$ cat config.mk
export PLATFORM = sky130hd
export DESIGN_NAME = ysyx_23060075_ifu_axi_fetch
export DESIGN_NICKNAME = d
export VERILOG_FILES = /design/src/rtl/ysyx_23060075_ifu_axi_fetch_pkg.sv /design/src/rtl/ysyx_23060075_ifu_axi_fetch.sv
export SDC_FILE = /design/constraint.sdc
export NUM_CORES = 1
export LEC_CHECK = 0
export CAP_MARGIN = 30
export CORE_UTILIZATION = 30
export CTS_CLUSTER_DIAMETER = 30
export CTS_CLUSTER_SIZE = 24
export DETAILED_ROUTE_END_ITERATION = 6
export GPL_TIMING_DRIVEN = 1
export PLACE_DENSITY = 0.68
export SYNTH_ARGS = -nofsm -noshare
export SYNTH_HDL_FRONTEND = slang
export SYNTH_SLANG_ARGS = --single-unit
$ cat constraint.sdc
create_clock -name clk -period 4.05 [get_ports clk]
set_input_delay 0.405 -clock clk [delete_from_list [all_inputs] [get_ports clk]]
set_output_delay 0.405 -clock clk [all_outputs]
set_load 0.01 [all_outputs]
$ cat src/rtl/ysyx_23060075_ifu_axi_fetch_pkg.sv
// ysyx_23060075_ifu_axi_fetch_pkg: shared AXI response codes and fetch FSM encoding
package ysyx_23060075_ifu_axi_fetch_pkg;
  localparam int ISA_WIDTH = 32;
  localparam logic [1:0] AXI_RESP_OKAY   = 2'b00;
  localparam logic [1:0] AXI_RESP_EXOKAY = 2'b01;
  localparam logic [1:0] AXI_RESP_SLVERR = 2'b10;
  localparam logic [1:0] AXI_RESP_DECERR = 2'b11;
  localparam int IFU_FETCH_STATE_WIDTH = 2;
  typedef enum logic [IFU_FETCH_STATE_WIDTH-1:0] {
    FS_IDLE = 2'd0,
    FS_AR   = 2'd1,
    FS_R    = 2'd2,
    FS_HOLD = 2'd3
  } fetch_state_e;
  function automatic logic misaligned(input logic [1:0] lsb);
    return lsb != 2'b00;
  endfunction
endpackage

$ cat src/rtl/ysyx_23060075_ifu_axi_fetch.sv
// ysyx_23060075_ifu_axi_fetch: one-in-flight IFU fetch bridge onto an AXI4-Lite read channel
module ysyx_23060075_ifu_axi_fetch
  import ysyx_23060075_ifu_axi_fetch_pkg::*;
#(
  parameter int ADDR_WIDTH = ISA_WIDTH,
  parameter int DATA_WIDTH = 32
) (
  input  logic                  clk,
  input  logic                  rst,
  input  logic                  req_valid,
  input  logic [ADDR_WIDTH-1:0] req_addr,
  output logic                  req_ready,
  input  logic                  flush,
  output logic [ADDR_WIDTH-1:0] araddr,
  output logic                  arvalid,
  input  logic                  arready,
  input  logic [DATA_WIDTH-1:0] rdata,
  input  logic [1:0]            rresp,
  input  logic                  rvalid,
  output logic                  rready,
  output logic                  inst_valid,
  input  logic                  inst_ready,
  output logic [DATA_WIDTH-1:0] inst,
  output logic [ADDR_WIDTH-1:0] inst_pc,
  output logic                  inst_err
);
  fetch_state_e          state_q, state_d;
  logic                  drop_q, drop_d;
  logic [ADDR_WIDTH-1:0] addr_q, addr_d;
  logic [DATA_WIDTH-1:0] inst_q, inst_d;
  logic                  err_q, err_d;
  logic                  resp_err;
  assign req_ready  = (state_q == FS_IDLE) & ~flush & ~rst;
  assign arvalid    = state_q == FS_AR;
  assign rready     = state_q == FS_R;
  assign inst_valid = state_q == FS_HOLD;
  assign araddr     = addr_q;
  assign inst_pc    = addr_q;
  assign inst       = inst_q;
  assign inst_err   = err_q;
  assign resp_err   = rresp != AXI_RESP_OKAY;
  // next state; a flush during AR/R only marks the beat to be discarded so AXI is never withdrawn
  always_comb begin
    state_d = state_q;
    drop_d  = drop_q;
    addr_d  = addr_q;
    inst_d  = inst_q;
    err_d   = err_q;
    case (state_q)
      FS_IDLE: if (req_valid && req_ready) begin
        addr_d  = req_addr;
        state_d = misaligned(req_addr[1:0]) ? FS_HOLD : FS_AR;
        if (misaligned(req_addr[1:0])) begin
          err_d  = 1'b1;
          inst_d = '0;
        end
      end
      FS_AR: begin
        drop_d  = drop_q | flush;
        state_d = arready ? FS_R : FS_AR;
      end
      FS_R: begin
        drop_d = drop_q | flush;
        if (rvalid) begin
          state_d = (drop_q | flush) ? FS_IDLE : FS_HOLD;
          err_d   = resp_err;
          inst_d  = resp_err ? '0 : rdata;
        end
      end
      default: state_d = (flush | inst_ready) ? FS_IDLE : FS_HOLD;
    endcase
    if (state_d == FS_IDLE) drop_d = 1'b0;
  end
  // state and held-instruction registers
  always_ff @(posedge clk or posedge rst) begin
    if (rst) begin
      state_q <= FS_IDLE;
      drop_q  <= 1'b0;
      addr_q  <= '0;
      inst_q  <= '0;
      err_q   <= 1'b0;
    end else begin
      state_q <= state_d;
      drop_q  <= drop_d;
      addr_q  <= addr_d;
      inst_q  <= inst_d;
      err_q   <= err_d;
    end
  end
endmodule

# After elaboration in Yosys (flattened, before gate mapping)
# Cells that the tools add are included.
classes:
  n_eq_ne: 6
  muxes: 18
  n_bitwise: 6
  n_reduce_logical: 10
op_table:
  columns: ["cell", "count"]
  rows:
  - ["two-way mux 32 bit", 4]
  - ["one-hot mux 32 bit (2 select lines)", 1]
  - ["two-way mux 2 bit", 6]
  - ["nonzero test 2 bit", 4]
  - ["one-hot mux 2 bit (3 select lines)", 1]
  - ["two-way mux 1 bit", 5]
  - ["equality test 2 bit, second input constant", 2]
  - ["zero test 2 bit", 2]
  - ["inequality test 2 x 1 -> 1 bit, second input constant", 2]
  - ["AND reduction 4 bit", 1]
  - ["AND 1 bit", 2]
  - ["equality test 2 x 1 -> 1 bit, second input constant", 1]
  - ["inequality test 2 bit, second input constant", 1]
  - ["inverter 1 bit", 2]
  - ["OR 1 bit", 2]
  - ["one-hot mux 1 bit (2 select lines)", 1]
  - ["AND reduction 2 bit", 1]
  - ["OR reduction 2 bit", 1]
  - ["logical AND 1 bit", 1]
totals:
  reg_bits: 68
  out_inout_bits: 101

# Logic depth before layout (Yosys ltp)
logic_depth:
  word_depth: 8
  ltp_mapped: 8

# Worst setup path after synthesis
# Ideal clock, no wire load.
synth_path:
  path_type: "register -> register"
  start: "reg state_q[0]"
  end: "reg inst_q[0] (netlist: inst[0])"
  setup_ns: 0.079
  arrival_ns: 1.748
  required_ns: 3.971
  setup_slack_ns: 2.223
  path_stages_with_launch: 9
  period_less_slack_ns: 1.827
  path_cell_list: "dfrtp_1 -> inv_1 -> ha_1 -> and4bb_1 -> buf_6 -> o21a_4 -> o22ai_4 -> buf_12 -> mux2i_1"
synth_between:
  elab_chain_len: 6
synth_lines:
  columns: ["element", "line_no", "text"]
  rows:
  - ["start: declaration", "ysyx_23060075_ifu_axi_fetch.sv:27", "fetch_state_e state_q, state_d;"]
  - ["start signal: assignment", "ysyx_23060075_ifu_axi_fetch.sv:83", "state_q <= state_d;"]
  - ["zero test 2 bit", "ysyx_23060075_ifu_axi_fetch.sv:33, ysyx_23060075_ifu_axi_fetch.sv:49", null]
  - ["AND 1 bit (2 in a row)", "ysyx_23060075_ifu_axi_fetch.sv:33", "assign req_ready = (state_q == FS_IDLE) & ~flush & ~rst;"]
  - ["logical AND 1 bit", "ysyx_23060075_ifu_axi_fetch.sv:50", "FS_IDLE: if (req_valid && req_ready) begin"]
  - ["inequality test 2 x 1 -> 1 bit (no line)", null, null]
  - ["AND reduction 4 bit (no line)", null, null]
  - ["end signal: assignment", "ysyx_23060075_ifu_axi_fetch.sv:86", "inst_q <= inst_d;"]
  - ["end: declaration", "ysyx_23060075_ifu_axi_fetch.sv:30", "logic [DATA_WIDTH-1:0] inst_q, inst_d;"]
# Parallel ways exist; a longest one is shown, timed or not.
# A chain may end at the register's enable or synchronous reset.

# Worst setup path after layout
layout_path:
  start: "reg state_q[1]"
  end: "out req_ready"
layout_between:
  elab_chain_len: 3
layout_lines:
  columns: ["element", "line_no", "text"]
  rows:
  - ["zero test 2 bit", "ysyx_23060075_ifu_axi_fetch.sv:33", null]
  - ["AND 1 bit (2 in a row)", "ysyx_23060075_ifu_axi_fetch.sv:33", null]
  - ["end: declaration", "ysyx_23060075_ifu_axi_fetch.sv:12", "output logic req_ready,"]
# Every way passes these cells.

==> results_dict.tcl <==
set metrics [dict create \
    worst_skew_pair.late_latency_ns 0.35 \
    synthCells 272 \
    synthToLayoutAreaGrowth_pct 58.0 \
    place.gp.congestion 0.795 \
    cp.required_ns 3.64 \
    arrival_ns 1.93 \
    dp_hpwl_microns 5810 \
    setup_tns_ns 0 \
    powerDensity_nw_per_um2 690 \
    ys_seq_elements 68 \
    start_kind "flip-flop" \
    routed_via_density 4.32 \
    die_x_microns 106 \
    worst_setup_path_end_kind "primary output" \
    track_usage 0.143 \
    wl_met2_microns 3790 \
    clk_pin_slew_ns 0.07 \
    num_io_pins 174 \
    critical_path_class "flip-flop to primary output" \
    ys_types 28 \
    maxCapViolCount 0 \
    cts_sinks 68 \
    yosysSeqAreaShare 0.529 \
    grt_pass1_wl_microns 12300 \
    hold_viol_final 0 \
    drv_slew 0 \
    worstHoldPathType "primary input to async pin" \
    h-tree-depth 3 \
    drive_gt1_frac 0.134 \
    synth_largest_area_cell "dfrtp_1" \
    fin_crit_sh 0.576 \
    power.leakage_uw 0.00225 \
    max_freq_ghz 0.429 \
    max_slew_margin 0.518 \
    via_count 2418 \
    wl_per_cell_microns 13.7 \
    outcome "complete, no violations" \
    die_h_microns 106 \
    drc 0 \
    num_rows 37 \
    r2r_end "drop_q$_DFFE_PP0P_" \
    yosysWarnings 0 \
    ys.flop_type "dfrtp_1" \
    antenna_found_initial 0 \
    cts_tree "yes" \
    synth_commonest_cells "dfrtp_1 (68), inv_1 (38), nand2_1 (35)" \
    cts-root-buf "clkbuf_8" \
    syn-num-nets 349 \
    n_antenna_cell 0 \
    finalClockSkew_ns 0.00581 \
    num-fill-cells 998 \
    synth_edf_count 0 \
    nets 496 \
    highest_layer "met4" \
    finalSetupViolCount 0 \
    netlist_top_cells_area "dfrtp_1 (53%), mux2_2 (11%), mux2i_1 (10%)" \
    max_slew.worst_pin.slew_ns 0.719 \
    dieArea_sq_um 11100 \
    pre_cts_slack_ns 1.52 \
    wl_microns 7690 \
    holdBufCountCts 0 \
    grt_max_degree 42 \
    r2r_cells 7 \
    grt-ovfl-total 0 \
    port_buffers 173 \
    r2r_slack_ns 1.74 \
    initial_core_util 0.310 \
    wl_met3_microns 559 \
    slowest_delay_ns 0.57 \
    drt_iter0_drc 42 \
    critPathMaxFanout 5 \
    numCtsBuffers 9 \
    yosysMostFrequentCell "dfrtp_1" \
    reg2reg_from "state_q[1]$_DFF_PP0_" \
    synth.cell_area_sq_um 3220 \
    grt_pass1_vias 2485 \
    yosysTopAreaCellShare 0.529 \
    avgSynthCellArea_sq_um 11.8 \
    ant_nets 0 \
    ctsResizeCount 0 \
    critical_path.cell_chain "inv_1 -> ha_1 -> nor3b_1 -> clkdlybuf4s50_1" \
    critPathSlowestCell "clkdlybuf4s50_1" \
    firstDrtPassIters 4 \
    min_period_ns 2.33 \
    core_sq_um 10400 \
    setup_ws_ns 1.72 \
    ir_worst_vdd_mv 0.268 \
    cts_setup_buffers 0 \
    async_reset_ff_frac 1.00 \
    wl_met1_microns 3240 \
    clockBufferDepth 2 \
    rsz0062_at_grt "no" \
]
==> worst max-delay path, delay by kind of cell, from the launching register on <==
| family | cells | cell delay [ns] |
|---|---|---|
| buffers and inverters | 2 | 0.70 |
| AND/OR/NAND/NOR | 1 | 0.21 |
| adder cells (fa/ha/maj) | 1 | 0.25 |
| flip-flops | 1 | 0.43 |
==> power by group <==
part / switching [uW] / total (uW) / internal [uW]
Clock: 262 / 643 / 381
Combinational: 668 / 1740 / 1070
Sequential: 185 / 1130 / 943
==> layer usage <==
metal / vias up / global-route usage
li1: 1135 / -
met5: - / 0
met3: 10 / 0.0402
met2: 115 / 0.243
met1: 1158 / 0.171
met4: 0 / 0.0565
==> metrics by stage <==
| step | utilization | hold WS, ns | cell area, sq um | power [uW] | cells |
|---|---|---|---|---|---|
| after floorplan | - | 0.539 | 3220 | 2110 | 272 |
| after global placement | 0.466 | 0.508 | 4830 | 2860 | 543 |
| after detailed placement | 0.468 | 0.514 | 4850 | 2910 | 544 |
| after CTS | 0.490 | 0.319 | 5080 | 3560 | 560 |
| after global routing | 0.490 | 0.341 | 5080 | 3720 | 560 |
| final | 0.490 | 0.344 | 5080 | 3510 | 560 |
==> sequential cells by signal, indices dropped and copies added, names as in the netlist <==
register and count:
drop_q 1, inst_err 1, araddr 32, inst 32, state_q 2
==> cell type report <==
| class | count | area, sq um | share of cell area |
|---|---|---|---|
| Inverter | 38 | 143 | 0.0281 |
| Tap cell | 136 | 170 | 0.0335 |
| Sequential cell | 68 | 1700 | 0.335 |
| Clock inverter | 5 | 83.8 | 0.0165 |
| Timing Repair Buffer | 178 | 1790 | 0.353 |
| Multi-Input combinational cell | 124 | 1040 | 0.205 |
| Clock buffer | 11 | 151 | 0.0298 |
==> cells in the final DEF (no fill, tap or decap), drive strengths merged, types with 2 or more instances in the layout <==
cell type,count
buf,5
bufinv,2
clkbuf,11
clkdlybuf4s50,173
clkinvlp,2
dfrtp,68
ha,4
inv,38
mux2,32
mux2i,33
nand2,35
nor3b,2
o21a,2
o21ai,2
or3,2
==> worst max path at each step <==
stage,from,endpoint,slack [ns],cells after the start
floorplan,rst,araddr[0]$_DFFE_PP0P_,1.93,1
global placement,flush,drop_q$_DFFE_PP0P_,1.60,6
detailed placement,rst,inst[29]$_DFFE_PP0P_,1.52,6
CTS,state_q[1]$_DFF_PP0_,req_ready,1.70,4
global route,state_q[0]$_DFF_PP0_,inst[11]$_DFFE_PP0P_,1.56,7
finish,state_q[1]$_DFF_PP0_,req_ready,1.72,4
==> logic make-up after synthesis <==
logic type      synth area share
flops                      0.529
buf+inv                    0.150
simple gates              0.0653
compound gates            0.0260
mux                        0.215
fa+ha+maj                 0.0156
(Power assumes the default switching activity.)
